<file path="src/rtl/rx_align_pkg.sv">
// Shared types and constants for the RX training word aligner.
package rx_align_pkg;

    localparam int unsigned CNT_W  = 8;
    localparam int unsigned WORD_W = 4;
    localparam int unsigned OFF_W  = 2;

    typedef enum logic [2:0] {
        IDLE,
        SETTLE,
        CHECK,
        SLIP,
        LOCKED,
        FAIL
    } state_e;

    // Saturating increment for the 8-bit event counters.
    function automatic logic [CNT_W-1:0] sat_inc(input logic [CNT_W-1:0] v);
        return (v == {CNT_W{1'b1}}) ? v : v + CNT_W'(1);
    endfunction

endpackage

</file>
<file path="src/rtl/rx_word_window_mux.sv">
// Holds the previous valid word and selects a 4-bit window at the current bit offset.
module rx_word_window_mux
    import rx_align_pkg::*;
(
    input  logic              clk_i,
    input  logic              rst_i,
    input  logic              valid_i,
    input  logic [WORD_W-1:0] data_i,
    input  logic [OFF_W-1:0]  offset_i,
    output logic [WORD_W-1:0] aligned_o
);

    logic [WORD_W-1:0]   prev_q;
    logic [2*WORD_W-1:0] win;

    always_ff @(posedge clk_i or posedge rst_i) begin
        if (rst_i) begin
            prev_q <= '0;
        end else if (valid_i) begin
            prev_q <= data_i;
        end
    end

    // Older word sits in the low half, so bit 0 stays the earliest received bit.
    assign win       = {data_i, prev_q};
    assign aligned_o = win[offset_i +: WORD_W];

endmodule

</file>
<file path="src/rtl/rx_train_word_align.sv">
// Training-pattern word aligner: sweeps bit offsets until the pattern repeats, then tracks lock.
module rx_train_word_align
    import rx_align_pkg::*;
#(
    parameter logic [WORD_W-1:0] TRAIN_PATTERN = 4'hC,
    parameter int unsigned       SETTLE_CYC    = 4,
    parameter int unsigned       MATCH_CNT     = 16,
    parameter int unsigned       ERR_THRESH    = 4,
    parameter int unsigned       MAX_SWEEPS    = 8
) (
    input  logic              SCLK,
    input  logic              RESET,
    input  logic              TRAIN_START,
    input  logic              IN_VALID,
    input  logic [WORD_W-1:0] IN_DATA,
    output logic [WORD_W-1:0] OUT_DATA,
    output logic              OUT_VALID,
    output logic [OFF_W-1:0]  SLIP_OFFSET,
    output logic              ALIGN_DONE,
    output logic              ALIGN_FAIL,
    output logic [CNT_W-1:0]  ERR_CNT
);

    logic [1:0]        rst_sync_q;
    logic              rst;
    state_e            state_q;
    logic [OFF_W-1:0]  offset_q;
    logic [CNT_W-1:0]  settle_cnt_q;
    logic [CNT_W-1:0]  match_cnt_q;
    logic [CNT_W-1:0]  sweep_cnt_q;
    logic [CNT_W-1:0]  consec_err_q;
    logic [CNT_W-1:0]  err_cnt_q;
    logic [WORD_W-1:0] out_data_q;
    logic              out_valid_q;
    logic              done_q;
    logic              fail_q;
    logic [WORD_W-1:0] aligned;
    logic              match;
    logic              pass_data;

    // Reset asserts immediately and releases two SCLK edges after RESET falls.
    always_ff @(posedge SCLK or posedge RESET) begin
        if (RESET) begin
            rst_sync_q <= 2'b11;
        end else begin
            rst_sync_q <= {rst_sync_q[0], 1'b0};
        end
    end
    assign rst = rst_sync_q[1];

    rx_word_window_mux u_win (
        .clk_i     (SCLK),
        .rst_i     (rst),
        .valid_i   (IN_VALID),
        .data_i    (IN_DATA),
        .offset_i  (offset_q),
        .aligned_o (aligned)
    );

    assign match     = (aligned == TRAIN_PATTERN);
    assign pass_data = IN_VALID && (state_q != IDLE) && (state_q != FAIL);

    always_ff @(posedge SCLK or posedge rst) begin
        if (rst) begin
            state_q      <= IDLE;
            offset_q     <= '0;
            settle_cnt_q <= '0;
            match_cnt_q  <= '0;
            sweep_cnt_q  <= '0;
            consec_err_q <= '0;
            err_cnt_q    <= '0;
            out_data_q   <= '0;
            out_valid_q  <= 1'b0;
            done_q       <= 1'b0;
            fail_q       <= 1'b0;
        end else begin
            out_valid_q <= pass_data;
            if (pass_data) begin
                out_data_q <= aligned;
            end

            if (TRAIN_START) begin
                state_q      <= SETTLE;
                offset_q     <= '0;
                settle_cnt_q <= '0;
                match_cnt_q  <= '0;
                sweep_cnt_q  <= '0;
                consec_err_q <= '0;
                err_cnt_q    <= '0;
                done_q       <= 1'b0;
                fail_q       <= 1'b0;
            end else begin
                case (state_q)
                    IDLE: begin
                    end
                    SETTLE: begin
                        if (IN_VALID) begin
                            if (settle_cnt_q == CNT_W'(SETTLE_CYC - 1)) begin
                                settle_cnt_q <= '0;
                                state_q      <= CHECK;
                            end else begin
                                settle_cnt_q <= settle_cnt_q + CNT_W'(1);
                            end
                        end
                    end
                    CHECK: begin
                        if (IN_VALID) begin
                            if (!match) begin
                                state_q <= SLIP;
                            end else if (match_cnt_q == CNT_W'(MATCH_CNT - 1)) begin
                                match_cnt_q <= '0;
                                done_q      <= 1'b1;
                                state_q     <= LOCKED;
                            end else begin
                                match_cnt_q <= match_cnt_q + CNT_W'(1);
                            end
                        end
                    end
                    SLIP: begin
                        offset_q     <= offset_q + OFF_W'(1);
                        match_cnt_q  <= '0;
                        settle_cnt_q <= '0;
                        if (offset_q == OFF_W'(3)) begin
                            sweep_cnt_q <= sweep_cnt_q + CNT_W'(1);
                            if (sweep_cnt_q == CNT_W'(MAX_SWEEPS - 1)) begin
                                fail_q  <= 1'b1;
                                state_q <= FAIL;
                            end else begin
                                state_q <= SETTLE;
                            end
                        end else begin
                            state_q <= SETTLE;
                        end
                    end
                    LOCKED: begin
                        if (IN_VALID) begin
                            if (match) begin
                                consec_err_q <= '0;
                            end else begin
                                err_cnt_q <= sat_inc(err_cnt_q);
                                if (consec_err_q == CNT_W'(ERR_THRESH - 1)) begin
                                    consec_err_q <= '0;
                                    sweep_cnt_q  <= '0;
                                    done_q       <= 1'b0;
                                    state_q      <= SLIP;
                                end else begin
                                    consec_err_q <= consec_err_q + CNT_W'(1);
                                end
                            end
                        end
                    end
                    FAIL: begin
                    end
                    default: begin
                        state_q <= IDLE;
                    end
                endcase
            end
        end
    end

    assign OUT_DATA    = out_data_q;
    assign OUT_VALID   = out_valid_q;
    assign SLIP_OFFSET = offset_q;
    assign ALIGN_DONE  = done_q;
    assign ALIGN_FAIL  = fail_q;
    assign ERR_CNT     = err_cnt_q;

endmodule
</file>
<file path="config.mk">
export PLATFORM = sky130hd
export DESIGN_NAME = rx_train_word_align
export DESIGN_NICKNAME = d
export VERILOG_FILES = /design/src/rtl/rx_align_pkg.sv /design/src/rtl/rx_word_window_mux.sv /design/src/rtl/rx_train_word_align.sv
export SDC_FILE = /design/constraint.sdc
export NUM_CORES = 1
export LEC_CHECK = 0
export BUFFER_PORTS_ARGS = -buffer_cell sky130_fd_sc_hd__buf_2
export CAP_MARGIN = 20
export CORE_ASPECT_RATIO = 1.25
export CORE_MARGIN = 10
export CORE_UTILIZATION = 58
export DETAILED_ROUTE_END_ITERATION = 12
export MAX_ROUTING_LAYER = met4
export PLACE_DENSITY = 0.74
export SYNTH_ARGS = -nofsm -noshare
export SYNTH_HDL_FRONTEND = slang
export SYNTH_SLANG_ARGS = --single-unit
export TNS_END_PERCENT = 10
</file>
<file path="constraint.sdc">
create_clock -name SCLK -period 2.1 [get_ports SCLK]
set_clock_uncertainty 0.2 [all_clocks]
set_input_delay 0.42 -clock SCLK [delete_from_list [all_inputs] [get_ports SCLK]]
set_output_delay 0.42 -clock SCLK [all_outputs]
set_load 0.05 [all_outputs]
</file>
## Yosys cells after proc, flatten, opt, wreduce, memory -nomap -nowiden

Cells that the tools add are included.

| word-level totals | value |
|---|---|
| output and inout bits | 17 |
| input port bits | 8 |
| flip-flop bits (word level) | 58 |
| logic and storage cells | 119 |

| operators by class | value |
|---|---|
| reductions and logical operators | 22 |
| multiplexer cells | 51 |
| add/subtract/negate cells | 6 |
| shifts and indexed selects | 1 |
| eq/ne operators | 26 |

Operators with widths:

| cell | count |
|---|---|
| $mux 8 | 22 |
| $pmux 8 s2 | 3 |
| $add 8x1->8 const B | 5 |
| $mux 3 | 11 |
| $ne 3x3->1 const B | 10 |
| $eq 8x2->1 const B | 2 |
| $pmux 3 s5 | 1 |
| $reduce_bool 3->1 | 5 |
| $mux 1 | 11 |
| $reduce_bool 2->1 | 5 |
| $eq 8x3->1 const B | 1 |
| $eq 8x4->1 const B | 1 |
| $eq 8x8->1 const B | 1 |
| $reduce_and 8->1 | 1 |
| $shiftx 8x3->4 | 1 |
| $reduce_and 7->1 | 1 |
| $eq 3x2->1 const B | 2 |
| $eq 3x3->1 const B | 2 |
| $reduce_and 3->1 | 2 |
| $reduce_and 5->1 | 1 |
| $eq 4x4->1 const B | 1 |
| $mux 2 | 2 |
| $ne 2x2->1 const B | 2 |
| $ne 4x4->1 const B | 1 |
| other kinds (10) | 12 |

## Longest topological paths before layout

| logic depth | value |
|---|---|
| depth in word-level cells | 6 |
| gate-level depth with buffers | 8 |
| mapped depth without buffers | 7 |

## By module

Synthesis repeated with hierarchy kept, for this count alone.

| second synthesis, totals | value |
|---|---|
| cell total of the unflattened synthesis | 329 |
| area total of the unflattened synthesis | 3208.1 sq um |

Modules (own cells, without submodules):

| module | times used | seq. area each (sq um) | cells an instance | area an instance (sq um) |
|---|---|---|---|---|
| rx_train_word_align | 1 | 1353.8 | 316 | 2954.1 |
| rx_word_window_mux | 1 | 100.1 | 13 | 254.0 |

## Worst setup path after synthesis

Ideal clock, no wire load.

| timing | value |
|---|---|
| path kind | register -> register |
| from | register offset_q[0], in the netlist SLIP_OFFSET[0] |
| to | register match_cnt_q[6] |
| stages on the path, launching flop included | 8 |
| data arrival time | 2.488 ns |
| required time | 1.831 ns |
| path buffers | 1 |
| library setup time | 0.069 ns |
| path slack | -0.657 ns |
| period minus slack after synthesis | 2.757 ns |
| cells stage by stage | dfrtp_1 -> buf_6 -> mux2_2 -> a2111oi_4 -> a41o_2 -> a31oi_2 -> or4_1 -> nand3_1 |

| on the way | value |
|---|---|
| word-level cells in the longest chain between the ends | 4 |

RTL lines:

| what | RTL line | RTL |
|---|---|---|
| start, declared | rx_train_word_align.sv:27 | `logic [OFF_W-1:0] offset_q;` |
| start signal, assigned | rx_train_word_align.sv:120 | `offset_q <= offset_q + OFF_W'(1);` |
| $shiftx 8x3->4 | rx_word_window_mux.sv:26 | `assign aligned_o = win[offset_i +: WORD_W];` |
| $eq 4x4->1 | rx_train_word_align.sv:60 | `assign match = (aligned == TRAIN_PATTERN);` |
| $ne 3x3->1 (no source line) | - |  |
| $reduce_and 3->1 (no source line) | - |  |
| end signal, assigned | rx_train_word_align.sv:115 | `match_cnt_q <= match_cnt_q + CNT_W'(1);` |
| end, declared | rx_train_word_align.sv:29 | `logic [CNT_W-1:0] match_cnt_q;` |

No other way between the ends.
A chain may end at the register's enable or synchronous reset.

## Worst setup path in the final report

| timing | value |
|---|---|
| from | register offset_q[0], in the netlist SLIP_OFFSET[0] |
| to | register match_cnt_q[4] |

Same word-level chain as after synthesis.

==> flow_summary.toml <==
[status]
status = "finished, violations left"
violations = "negative setup slack"

[power]
powerDensity_nw_per_um2 = 943
intPower_mw = 2.61
peakVddDrop_v = 0.000586
switching_share_pct = 35.0
combPwrFrac_pct = 37.1
pwr-share-seq_pct = 34.1
leakage_nw = 2.00
total_power_mw = 4.02
clockPowerShare_pct = 28.7
switching_power_mw = 1.41

[worst_hold_path]
min_from = "IN_DATA[3]"
whs_endpoint = "u_win.prev_q[3]"
hold-path-cell-count = 3
hp-class = "in2reg"

[placement]
gp_congestion = 0.868
port_buffers = 24
hpwl_um = 5460

[timing]
period_share_pct = 114
period_needed_ns = 2.40
setup_viol = 33
fmax_ghz = 0.417
rsz0062_at_grt = "true"
fin_ws_ns = -0.300
setup_tns_ns = -5.40
maxSlewViolCount = 0
hold_violations = 0

[drt]
dr.pass1.iters = 4
wl_per_cell_um = 16.0
drt_iter0_markers = 167
remaining_drc_errors = 0
vias_per_cell = 5.79
finalWirelength_um = 8100
ant_nets = 0
vias = 2940

[worst_setup_path]
r2r-end = "match_cnt_q[4]"
path_class = "reg2reg"
reg2reg_from = "SLIP_OFFSET[0]"
worstSetupEndpointType = "flip-flop"
reg2reg_depth = 8
cp.required_ns = 2.12
cp.arrival_ns = 2.42
crit_fanout = 7
start_kind = "flip-flop"
rrSetupSlack_ns = -0.30

[grt]
grt_pass1_vias = 3014
antenna_found_initial = 0
grt_start_max_net_pins = 57
grt_pass1_wl_um = 13500
grt_overflow = 0
grtUsageTotal_pct = 19.0

[cts]
clk_path_buf_depth = 2
numCtsBuffers = 9
clk_latency_ns = 0.34
path_clk_slew_ns = 0.07
h-tree-depth = 3
cts-root-buf = "clkbuf_8"
clock_sinks = 58
cts_tree = "built"

[die]
row_count = 30
pin_count = 25
die_w_um = 86.5
core_region_area_um2 = 5410
die_area_um2 = 8920
initial_core_util_pct = 59.3
die_y_um = 103

[synth]
synth-seq-cells = 58
yosysWarningCount = 0
async_reset_ff_share_pct = 100
seq_area_frac_synth_pct = 45.4
avgSynthCellArea_um2 = 9.35
synth_nets = 357
synth-edff-count = 0
synth_flop_cell = "dfrtp_1"
synth_cell_types = 55
syn_area_um2 = 3210
syn_inst = 343

[layout]
layout-drive-gt1-share_pct = 34.0
areaGrowthSynthToFinish_pct = 32.9
finalNetCount = 453
num_antenna_cells = 0

[flow_run]
drv_cap = 0
[cell usage after synthesis, types with 5 or more instances]
library cell   n  area share (%)
nand2_1       38             4.4
nor2b_1        7             1.4
o21ai_1       16             2.5
o31ai_1        7             1.6
dfrtp_1       56              44
xor2_1        10             2.7
mux2_2         6             2.1
nor3_1         8             1.2
nor2_1        34             4.0
inv_1          6            0.70
nand4_1        5            0.98
nand2b_1      10             2.0
and3_1        12             2.3
clkbuf_1       9             1.1
and2_1         5            0.98
ha_1           6             2.3
a21oi_1        8             1.2
nand3_1       23             3.6
o21ai_0       24             3.7
[worst max-delay path by stage]
| stage | start | endpoint | depth (start not counted) |
|---|---|---|---|
| after floorplan | SLIP_OFFSET[0] | ALIGN_DONE | 7 |
| after global placement | IN_DATA[0] | ERR_CNT[5] | 7 |
| after detailed placement | IN_DATA[0] | ERR_CNT[5] | 7 |
| after CTS | SLIP_OFFSET[0] | match_cnt_q[6] | 7 |
| after global routing | SLIP_OFFSET[0] | state_q[1] | 7 |
| final | SLIP_OFFSET[0] | match_cnt_q[4] | 8 |
[through the flow]
step | hold slack (ns) | instance area, um^2 | setup slack (ns) | std cells | util [%]
global placement | 0.117 | 3900 | -0.204 | 489 | 72.2
floorplan | 0.132 | 3220 | -0.388 | 343 | -
finish | 0.0940 | 4260 | -0.300 | 508 | 78.8
CTS | 0.0866 | 4180 | -0.262 | 507 | 77.3
global route | 0.0989 | 4260 | -0.348 | 508 | 78.8
detailed placement | 0.127 | 3900 | -0.262 | 489 | 72.2
[sequential cells by signal, indices dropped and copies added (netlist names), 3 cells and up]
signal,count
ERR_CNT,8
OUT_DATA,4
consec_err_q,8
match_cnt_q,8
settle_cnt_q,8
state_q,3
sweep_cnt_q,8
u_win.prev_q,4
[repair_timing]
item	4_1_cts	5_1_grt
pin swaps	9	1
gates resized for setup	13	14
hold buffers	1	0
endpoints found under the setup margin	33	35
setup buffers	1	1
hold endpoints to repair	2	0
[routing by layer]
layer / track usage, % / wire [um] / vias to the layer above
li1: - / - / 1414
met1: 20.5 / 3340 / 1444
met2: 33.2 / 4330 / 63
met3: 2.69 / 236 / 19
met4: 9.74 / 200 / 0
met5: - / 0 / -
[final cells by class]
cell class | count | area (um^2)
multi-input combinational | 266 | 1780
inverter | 6 | 22.5
fill | 353 | 1150
clock buffer | 11 | 141
sequential | 58 | 1460
timing repair buffer | 98 | 698
clock inverter | 5 | 77.6
tap | 64 | 80.1
[cells in the final DEF (no fill, tap or decap), drive strengths merged, types with 4 or more instances in the layout]
master / synthesis / layout
and2: 5 / 5
o21ai: 41 / 41
nand4: 5 / 5
inv: 6 / 6
nor3: 8 / 8
xor2: 10 / 10
buf: 3 / 97
or2: 4 / 4
nor2: 34 / 34
ha: 6 / 6
and3: 12 / 12
nand2b: 10 / 10
dfrtp: 56 / 56
o31ai: 7 / 7
nand2: 38 / 38
clkbuf: 10 / 11
mux2: 6 / 6
nor2b: 7 / 7
a21oi: 8 / 8
nand3: 23 / 23
[cells by family after synthesis]
family | after synthesis | synth area share, %
other cells | 1 | 0.117
xor+xnor | 13 | 3.55
simple gates | 163 | 26.0
buf+inv | 19 | 2.77
fa+ha+maj | 6 | 2.34
mux | 11 | 4.45
compound gates | 72 | 15.5
flops | 58 | 45.4
[critical path: stages (launching register included)]
cell and delay (ns):
dfrtp_2 0.44, or3b_4 0.39, a2111oi_4 0.32, buf_4 0.18
a41oi_4 0.06, o21ai_4 0.28, buf_4 0.15, o21ai_1 0.08
o2bb2ai_1 0.15
[power by group through the flow]
stage	registers [mW]	clock network (mW)	logic (mW)
3_3_place_gp	1.38	0	1.35
5_1_grt	1.39	1.21	1.62
6_report	1.37	1.15	1.49
2_1_floorplan	1.55	0	0.685
3_5_place_dp	1.39	0	1.39
4_1_cts	1.37	1.16	1.45
No activity file was read; power rests on OpenSTA's default activity.
